### src/rtl/layer_output_serializer.sv
// ============================================================================
// Module   : layer_output_serializer
// Brief    : Captures a full layer of neuron outputs and replays them one word
//            per cycle, with a one-deep pending frame buffer.
// Revision : 1.0 - initial release
// ============================================================================
`default_nettype none

module layer_output_serializer #(
    parameter int NUM_NEURONS = 30,
    parameter int DATA_WIDTH  = 16
) (
    input  logic                              clk,
    input  logic                              rst,
    input  logic [NUM_NEURONS*DATA_WIDTH-1:0] neuron_out,
    input  logic [NUM_NEURONS-1:0]            neuron_valid,
    input  logic                              err_clear,
    output logic [DATA_WIDTH-1:0]             data_out,
    output logic                              data_out_valid,
    output logic                              busy,
    output logic                              err_overrun,
    output logic                              err_partial
);

    localparam int          c_cw    = $clog2(NUM_NEURONS + 1);
    localparam int          c_fw    = NUM_NEURONS * DATA_WIDTH;
    localparam logic [c_cw-1:0] c_last = c_cw'(NUM_NEURONS);
    localparam logic [c_cw-1:0] c_one  = c_cw'(1);

    typedef enum logic [0:0] {
        S_IDLE = 1'b0,
        S_SEND = 1'b1
    } state_t;

    state_t                         r_state;
    state_t                         w_state_nxt;
    logic [c_cw-1:0]                r_count;
    logic [DATA_WIDTH-1:0]          r_data;
    logic [c_fw-DATA_WIDTH-1:0]     r_shreg;
    logic [c_fw-1:0]                r_pend_frame;
    logic                           r_pend;
    logic                           r_err_overrun;
    logic                           r_err_partial;

    logic w_capture;
    logic w_partial;
    logic w_load_new;
    logic w_load_pend;
    logic w_advance;
    logic w_store_pend;
    logic w_drop;

    always_comb begin
        w_capture    = &neuron_valid;
        w_partial    = (|neuron_valid) & ~w_capture;
        w_state_nxt  = r_state;
        w_load_new   = 1'b0;
        w_load_pend  = 1'b0;
        w_advance    = 1'b0;
        w_store_pend = 1'b0;
        w_drop       = 1'b0;
        case (r_state)
            S_IDLE: begin
                if (w_capture) begin
                    w_load_new  = 1'b1;
                    w_state_nxt = S_SEND;
                end
            end
            S_SEND: begin
                if (r_count == c_last) begin
                    // Final word already on the output: chain the next frame with no bubble.
                    if (r_pend) begin
                        w_load_pend  = 1'b1;
                        w_store_pend = w_capture;
                    end else if (w_capture) begin
                        w_load_new = 1'b1;
                    end else begin
                        w_state_nxt = S_IDLE;
                    end
                end else begin
                    w_advance = 1'b1;
                    if (w_capture) begin
                        w_drop       = r_pend;
                        w_store_pend = ~r_pend;
                    end
                end
            end
            default: w_state_nxt = S_IDLE;
        endcase
    end

    always_ff @(posedge clk) begin
        if (rst) begin
            r_state       <= S_IDLE;
            r_count       <= '0;
            r_data        <= '0;
            r_pend        <= 1'b0;
            r_err_overrun <= 1'b0;
            r_err_partial <= 1'b0;
        end else begin
            r_state <= w_state_nxt;
            if (w_load_new) begin
                r_data  <= neuron_out[DATA_WIDTH-1:0];
                r_count <= c_one;
            end else if (w_load_pend) begin
                r_data  <= r_pend_frame[DATA_WIDTH-1:0];
                r_count <= c_one;
            end else if (w_advance) begin
                r_data  <= r_shreg[DATA_WIDTH-1:0];
                r_count <= r_count + c_one;
            end
            if (w_store_pend) begin
                r_pend <= 1'b1;
            end else if (w_load_pend) begin
                r_pend <= 1'b0;
            end
            // A new error in the same cycle as err_clear keeps the flag set.
            r_err_overrun <= w_drop | (r_err_overrun & ~err_clear);
            r_err_partial <= w_partial | (r_err_partial & ~err_clear);
        end
    end

    // Frame storage carries no control meaning, so it needs no reset.
    always_ff @(posedge clk) begin
        if (w_load_new) begin
            r_shreg <= neuron_out[c_fw-1:DATA_WIDTH];
        end else if (w_load_pend) begin
            r_shreg <= r_pend_frame[c_fw-1:DATA_WIDTH];
        end else if (w_advance) begin
            r_shreg <= r_shreg >> DATA_WIDTH;
        end
        if (w_store_pend) begin
            r_pend_frame <= neuron_out;
        end
    end

    assign data_out       = r_data;
    assign data_out_valid = (r_state == S_SEND);
    assign busy           = (r_state == S_SEND) | r_pend;
    assign err_overrun    = r_err_overrun;
    assign err_partial    = r_err_partial;

endmodule

`default_nettype wire
### config.mk
export PLATFORM = sky130hd
export DESIGN_NAME = layer_output_serializer
export DESIGN_NICKNAME = d
export VERILOG_FILES = /design/src/rtl/layer_output_serializer.sv
export SDC_FILE = /design/constraint.sdc
export NUM_CORES = 1
export LEC_CHECK = 0
export ABC_CLOCK_PERIOD_IN_PS = 17200
export BUFFER_PORTS_ARGS = -buffer_cell sky130_fd_sc_hd__buf_2
export CORE_MARGIN = 2
export CORE_UTILIZATION = 53
export DETAILED_ROUTE_END_ITERATION = 12
export PLACE_DENSITY = 0.72
export SETUP_SLACK_MARGIN = 0.02
export SLEW_MARGIN = 5
export SYNTH_ARGS = -nofsm -noshare
export SYNTH_HDL_FRONTEND = slang
export SYNTH_SLANG_ARGS = --single-unit
### constraint.sdc
create_clock -name clk -period 17.2 [get_ports clk]
set_clock_uncertainty 0.1 [all_clocks]
set_input_delay 0.86 -clock clk [delete_from_list [all_inputs] [get_ports clk]]
set_output_delay 0.86 -clock clk [all_outputs]
set_load 0.005 [all_outputs]
# After elaboration in Yosys (flattened, before gate mapping)

Cells that the tools add are included.

Register bits: 969
Latch bits: 0
Memory bits (writable): 0
Bits in read-only memories: 0
Output and inout port bits: 20
Logic and storage cells: 56
Memories kept: 0

Add/sub/neg operators: 1
Multipliers: 0
Divide/modulo/power cells: 0
$lt $le $gt $ge: 0
Eq/ne operators: 1
Shift-type cells: 0
Mux-type cells: 30
Bitwise logic cells: 10
Reduce and logical (&&, ||, !) cells: 5

Operators by type and width:

| kind                | number |
|---|---|
| $mux 464            | 3 |
| $mux 16             | 3 |
| $reduce_and 30->1   | 1 |
| $reduce_or 30->1    | 1 |
| $mux 1              | 22 |
| $add 5x1->5 const B | 1 |
| $eq 5x5->1 const B  | 1 |
| $not 1->1           | 4 |
| $pmux 1 s2          | 2 |
| $and 1x1->1         | 3 |
| $or 1x1->1          | 3 |
| $reduce_bool 3->1   | 1 |
| $reduce_or 3->1     | 1 |
| $reduce_bool 2->1   | 1 |

# Logic depth before layout (Yosys ltp)

Depth after elaboration: 6
Depth in mapped cells: 9

# Least setup slack after synthesis

Ideal clock, no wire load.

Path type: input-to-reg
Start: input port neuron_valid[12]
End: register r_pend_frame[0], enable pin
Arrival: 13.022 ns
Data required time: 16.190 ns
Slack: 3.168 ns
Stages on the path: 5
Buffers on the path: 1
Cell sequence: nand4_1 -> or4_1 -> clkbuf_1 -> nor2_1 -> and3_1

Longest elaborated chain between the ends: 4
Elaborated cells on any way between the ends: 5
Classes of those cells: mux: 4; reduce/logical: 1

Ends and longest elaborated chain:

| item                      | RTL line | RTL |
|---|---|---|
| start, declared           | 16       | `input logic [NUM_NEURONS-1:0] neuron_valid,` |
| $reduce_and 30->1 (*)     | 54       | `w_capture = &neuron_valid;` |
| $mux 1 (on tied branches) | 82, 72   |  |
| $mux 1 (*)                | 70       | `if (r_count == c_last) begin` |
| $mux 1 (*)                | 62       | `case (r_state)` |
| via w_store_pend          | 50       | `logic w_store_pend;` |
| end signal, assigned      | 133      | `r_pend_frame <= neuron_out;` |
| end, declared             | 40       | `logic [c_fw-1:0] r_pend_frame;` |

The timed path passes the listed nets; every way through them passes the cells marked *.
A chain may end at the register's enable or synchronous reset.

# Worst setup path in the final report

Start: register r_count[0]
End: register r_shreg[218], data pin

Longest elaborated chain between the ends: 5
Elaborated cells on any way between the ends: 7
Classes of those cells: eq/ne: 1; mux: 6

Ends and longest elaborated chain:

| item                   | RTL line | RTL |
|---|---|---|
| start, declared        | 37       | `logic [c_cw-1:0] r_count;` |
| start signal, assigned | 104      | `r_count <= c_one;` |
| start signal, assigned | 107      | `r_count <= c_one;` |
| start signal, assigned | 110      | `r_count <= r_count + c_one;` |
| $eq 5x5->1 (*)         | 70       |  |
| $mux 1                 | 70       |  |
| $mux 1                 | 62       |  |
| $mux 464               | 127      | `end else if (w_load_pend) begin` |
| $mux 464 (*)           | 125      | `if (w_load_new) begin` |
| end signal, assigned   | 126      | `r_shreg <= neuron_out[c_fw-1:DATA_WIDTH];` |
| end signal, assigned   | 128      | `r_shreg <= r_pend_frame[c_fw-1:DATA_WIDTH];` |
| end signal, assigned   | 130      | `r_shreg <= r_shreg >> DATA_WIDTH;` |
| end, declared          | 39       | `logic [c_fw-DATA_WIDTH-1:0] r_shreg;` |

Every way passes the cells marked *; elsewhere a longest branch is shown, timed or not.

==> impl_metrics.ini <==
[run_status]
status = completed

[die]
die_x_um = 281
num_io_pins = 533
core_area_um2 = 75900
rows = 101
dieHeight_um = 281
die_area_um2 = 79100
start_util_pct = 53.6

[placed_design]
place_area_um2 = 43900
place_congestion = 0.889
dp_hpwl_um = 66700
pre_cts_ws_ns = 11.32
io_buffer_count = 532

[worst_setup_path]
crit_type = flip-flop to flip-flop
r2r_cells = 9
reg2reg_slack_ns = 11.53
crit_path_start_kind = flip-flop
crit_end = r_shreg[218]$_DFFE_PP_
end_kind = flip-flop
crit_fanout = 130
cp_common_cell = buf_4
path_cells = inv_1, ha_1, nand4_1, o21a_1, nor3_4, buf_4, buf_4, buf_4, o21ai_0
r2r-start = r_count[0]$_SDFFE_PP0P_
crit_arrival_ns = 5.89
required_ns = 17.42
cp.depth = 9
crit_family = buffers and inverters
r2r_end = r_shreg[218]$_DFFE_PP_
slowest_stage = buf_4
cp_slowest_stage_delay_ns = 1.04
crit_path_start = r_count[0]$_SDFFE_PP0P_
crit_buf_inv = 4

[logic_synthesis]
ys_ff_latch = 969
ys_types = 41
synthFlopType = edfxtp_1
synth-edff-count = 944
synth.net_count = 3275
syn_area_um2 = 40700
synth_area_per_cell_um2 = 14.8
synthArstFlopShare_pct = 0
synth-seq-area-share_pct = 70.8
syn_inst = 2760
ys_warn_count = 0

[timing]
slew_viol_final = 0
finalSetupTns_ns = 0
timing.final.ws_setup_ns = 11.53
max-slew-margin-rel_pct = 12.5
rsz0062_at_grt = no
layout_min_cycle_time_ns = 5.67
whs_ns = 0.284
final-setup-viol-count = 0
report.final.hold_viol_count = 0
max_freq_mhz = 176
worstMarginPinSlew_ns = 1.31
period_share_pct = 33.0

[clocking]
cts_tree = yes
insertion_delay_ns = 0.66
clockBufferDepth = 3
path_clk_slew_ns = 0.06
h-tree-depth = 3
cts_made_buffers = 101
cts_hold_buffers = 0
root_buffer = clkbuf_16
clock_sinks = 969
cts-resized-gates = 0
cts_setup_buffers = 0

[routing]
wl_per_cell_um = 25.2
drt-vias-per-instance = 6.21
drtIter0Drc = 2960
routed_wirelength_um = 109000
drc = 0
firstDrtPassIters = 8
drtAntennaViolNets = 0
routed-via-count = 26900

[finish]
final_nets = 3673
syn2layout_area_growth_pct = 16.5
multi_input_area_um2 = 10700
fin_area_um2 = 47400
fillers = 5632
drive_above_1_share_pct = 22.6
ff_latch_area_um2 = 28800

[pwr]
p_switching_mw = 0.988
p_per_area_nw_per_um2 = 103
ir_worst_vdd_v = 0.0000801
p_clk_share_pct = 45.8
swShare_pct = 20.1
internal_power_mw = 3.92
p_leak_nw = 14.4
power_frac_seq_pct = 52.4
power_frac_comb_pct = 1.8

[global_routing]
grt_first_pass_wirelength_um = 161000
grt_antenna_before_repair = 86
grt_max_degree = 199
grt_usage_pct = 26.8
grt-ovfl-total = 0
first_global_vias = 26400

[flow_run]
cap_violations = 0

[hold_path]
min_path_type = primary input to flip-flop
## power by group through the flow
stage | logic (mW) | clock network [mW] | registers, mW
3_3_place_gp | 0.0848 | 0 | 2.62
3_5_place_dp | 0.0872 | 0 | 2.62
4_1_cts | 0.0882 | 2.28 | 2.57
2_1_floorplan | 0.00464 | 0 | 2.62
6_report | 0.0886 | 2.25 | 2.57
5_1_grt | 0.0952 | 2.36 | 2.57
## cell type report
class | instances | share of cell area (%)
Antenna cell | 54 | 0.285
Clock buffer | 120 | 5.57
Clock inverter | 70 | 1.69
Inverter | 1 | 0.00791
Multi-Input combinational cell | 1519 | 22.7
Sequential cell | 969 | 60.8
Tap cell | 1030 | 2.72
Timing Repair Buffer | 566 | 6.28
## flip-flops by register name, indices dropped and copies added (netlist names)
register / flops
r_shreg: 464
data_out_valid: 1
r_pend_frame: 480
data_out: 16
r_pend: 1
err_overrun: 1
r_count: 5
err_partial: 1
## how the worst min path moves through the flow
stage / from / to / slack [ns] / cells past startpoint
2_1_floorplan: err_overrun$_SDFF_PP0_ / err_overrun$_SDFF_PP0_ / 0.36 / 2
3_3_place_gp: err_partial$_SDFF_PP0_ / err_partial$_SDFF_PP0_ / 0.35 / 2
3_5_place_dp: err_overrun$_SDFF_PP0_ / err_overrun$_SDFF_PP0_ / 0.36 / 2
4_1_cts: neuron_out[201] / r_pend_frame[201]$_DFFE_PP_ / 0.25 / 1
5_1_grt: neuron_out[173] / r_pend_frame[173]$_DFFE_PP_ / 0.25 / 1
6_report: neuron_out[336] / r_pend_frame[336]$_DFFE_PP_ / 0.28 / 1
## per-layer routing
layer  GRT usage [%]  up-vias  wire (µm)
li1                -    12000          -
met1            35.1    13400      42600
met2            42.5     1092      53100
met3            7.43      268       9020
met4            10.5       68       3920
met5               0        -        418
## logic make-up (layout without fill, tap and decap cells)
family,count (synthesis),in the layout,synth area share [%]
XOR/XNOR,2,2,0.0430
AO/OA/AOI/OAI,526,526,6.87
flip-flops,969,969,70.8
buffers and inverters,272,757,2.86
AND/OR/NAND/NOR,533,533,8.11
multiplexers,456,456,11.2
other,0,54,0
adder cells (fa/ha/maj),2,2,0.0614
## stage by stage
stage / total power [mW] / util (%) / instances
2_1_floorplan: 2.62 / - / 2760
3_3_place_gp: 2.70 / 57.8 / 4085
3_5_place_dp: 2.71 / 57.8 / 4085
4_1_cts: 4.93 / 62.3 / 4275
5_1_grt: 5.02 / 62.4 / 4306
6_report: 4.91 / 62.5 / 4329
## cell usage in the layout, fill, tap and decap left out, types with 2 or more instances in the layout
cell and n:
edfxtp_1 944, buf_2 532, o21ai_0 465, nand4_1 460
mux2i_1 455, clkbuf_16 103, diode_2 54, buf_4 29
dfxtp_1 25, nand3_1 19, clkinv_1 19, clkbuf_1 17
a22o_1 16, nor4_1 14, a31oi_1 13, bufinv_16 13
clkinvlp_4 12, clkinv_2 11, a21o_1 9, nand2b_1 9
nor2_1 7, or4_1 7, clkinv_4 6, a31o_2 5
o311a_1 5, buf_12 5, a21oi_1 4, nand2_1 4
clkinv_8 4, a211oi_1 3, inv_6 3, and3_1 2
nor4_2 2, ha_1 2
## Yosys cell counts, types with 4 or more instances
cell type	instances	area share, %
a31o_2	5	0.11
buf_1	7	0.065
a22o_1	16	0.34
buf_2	56	0.69
o311a_1	5	0.12
clkbuf_2	39	0.48
a21oi_1	4	0.049
dfxtp_1	25	1.2
edfxtp_1	944	70
mux2i_1	455	11
o21ai_0	466	5.7
clkbuf_1	165	1.5
nor4_1	16	0.25
nand3_1	19	0.23
nor2_1	8	0.074
or4_1	7	0.13
nand2b_1	9	0.14
a31oi_1	13	0.20
nand4_1	460	7.1
nand2_1	5	0.046
a21o_1	9	0.17
No activity file was read; power rests on OpenSTA's default activity.
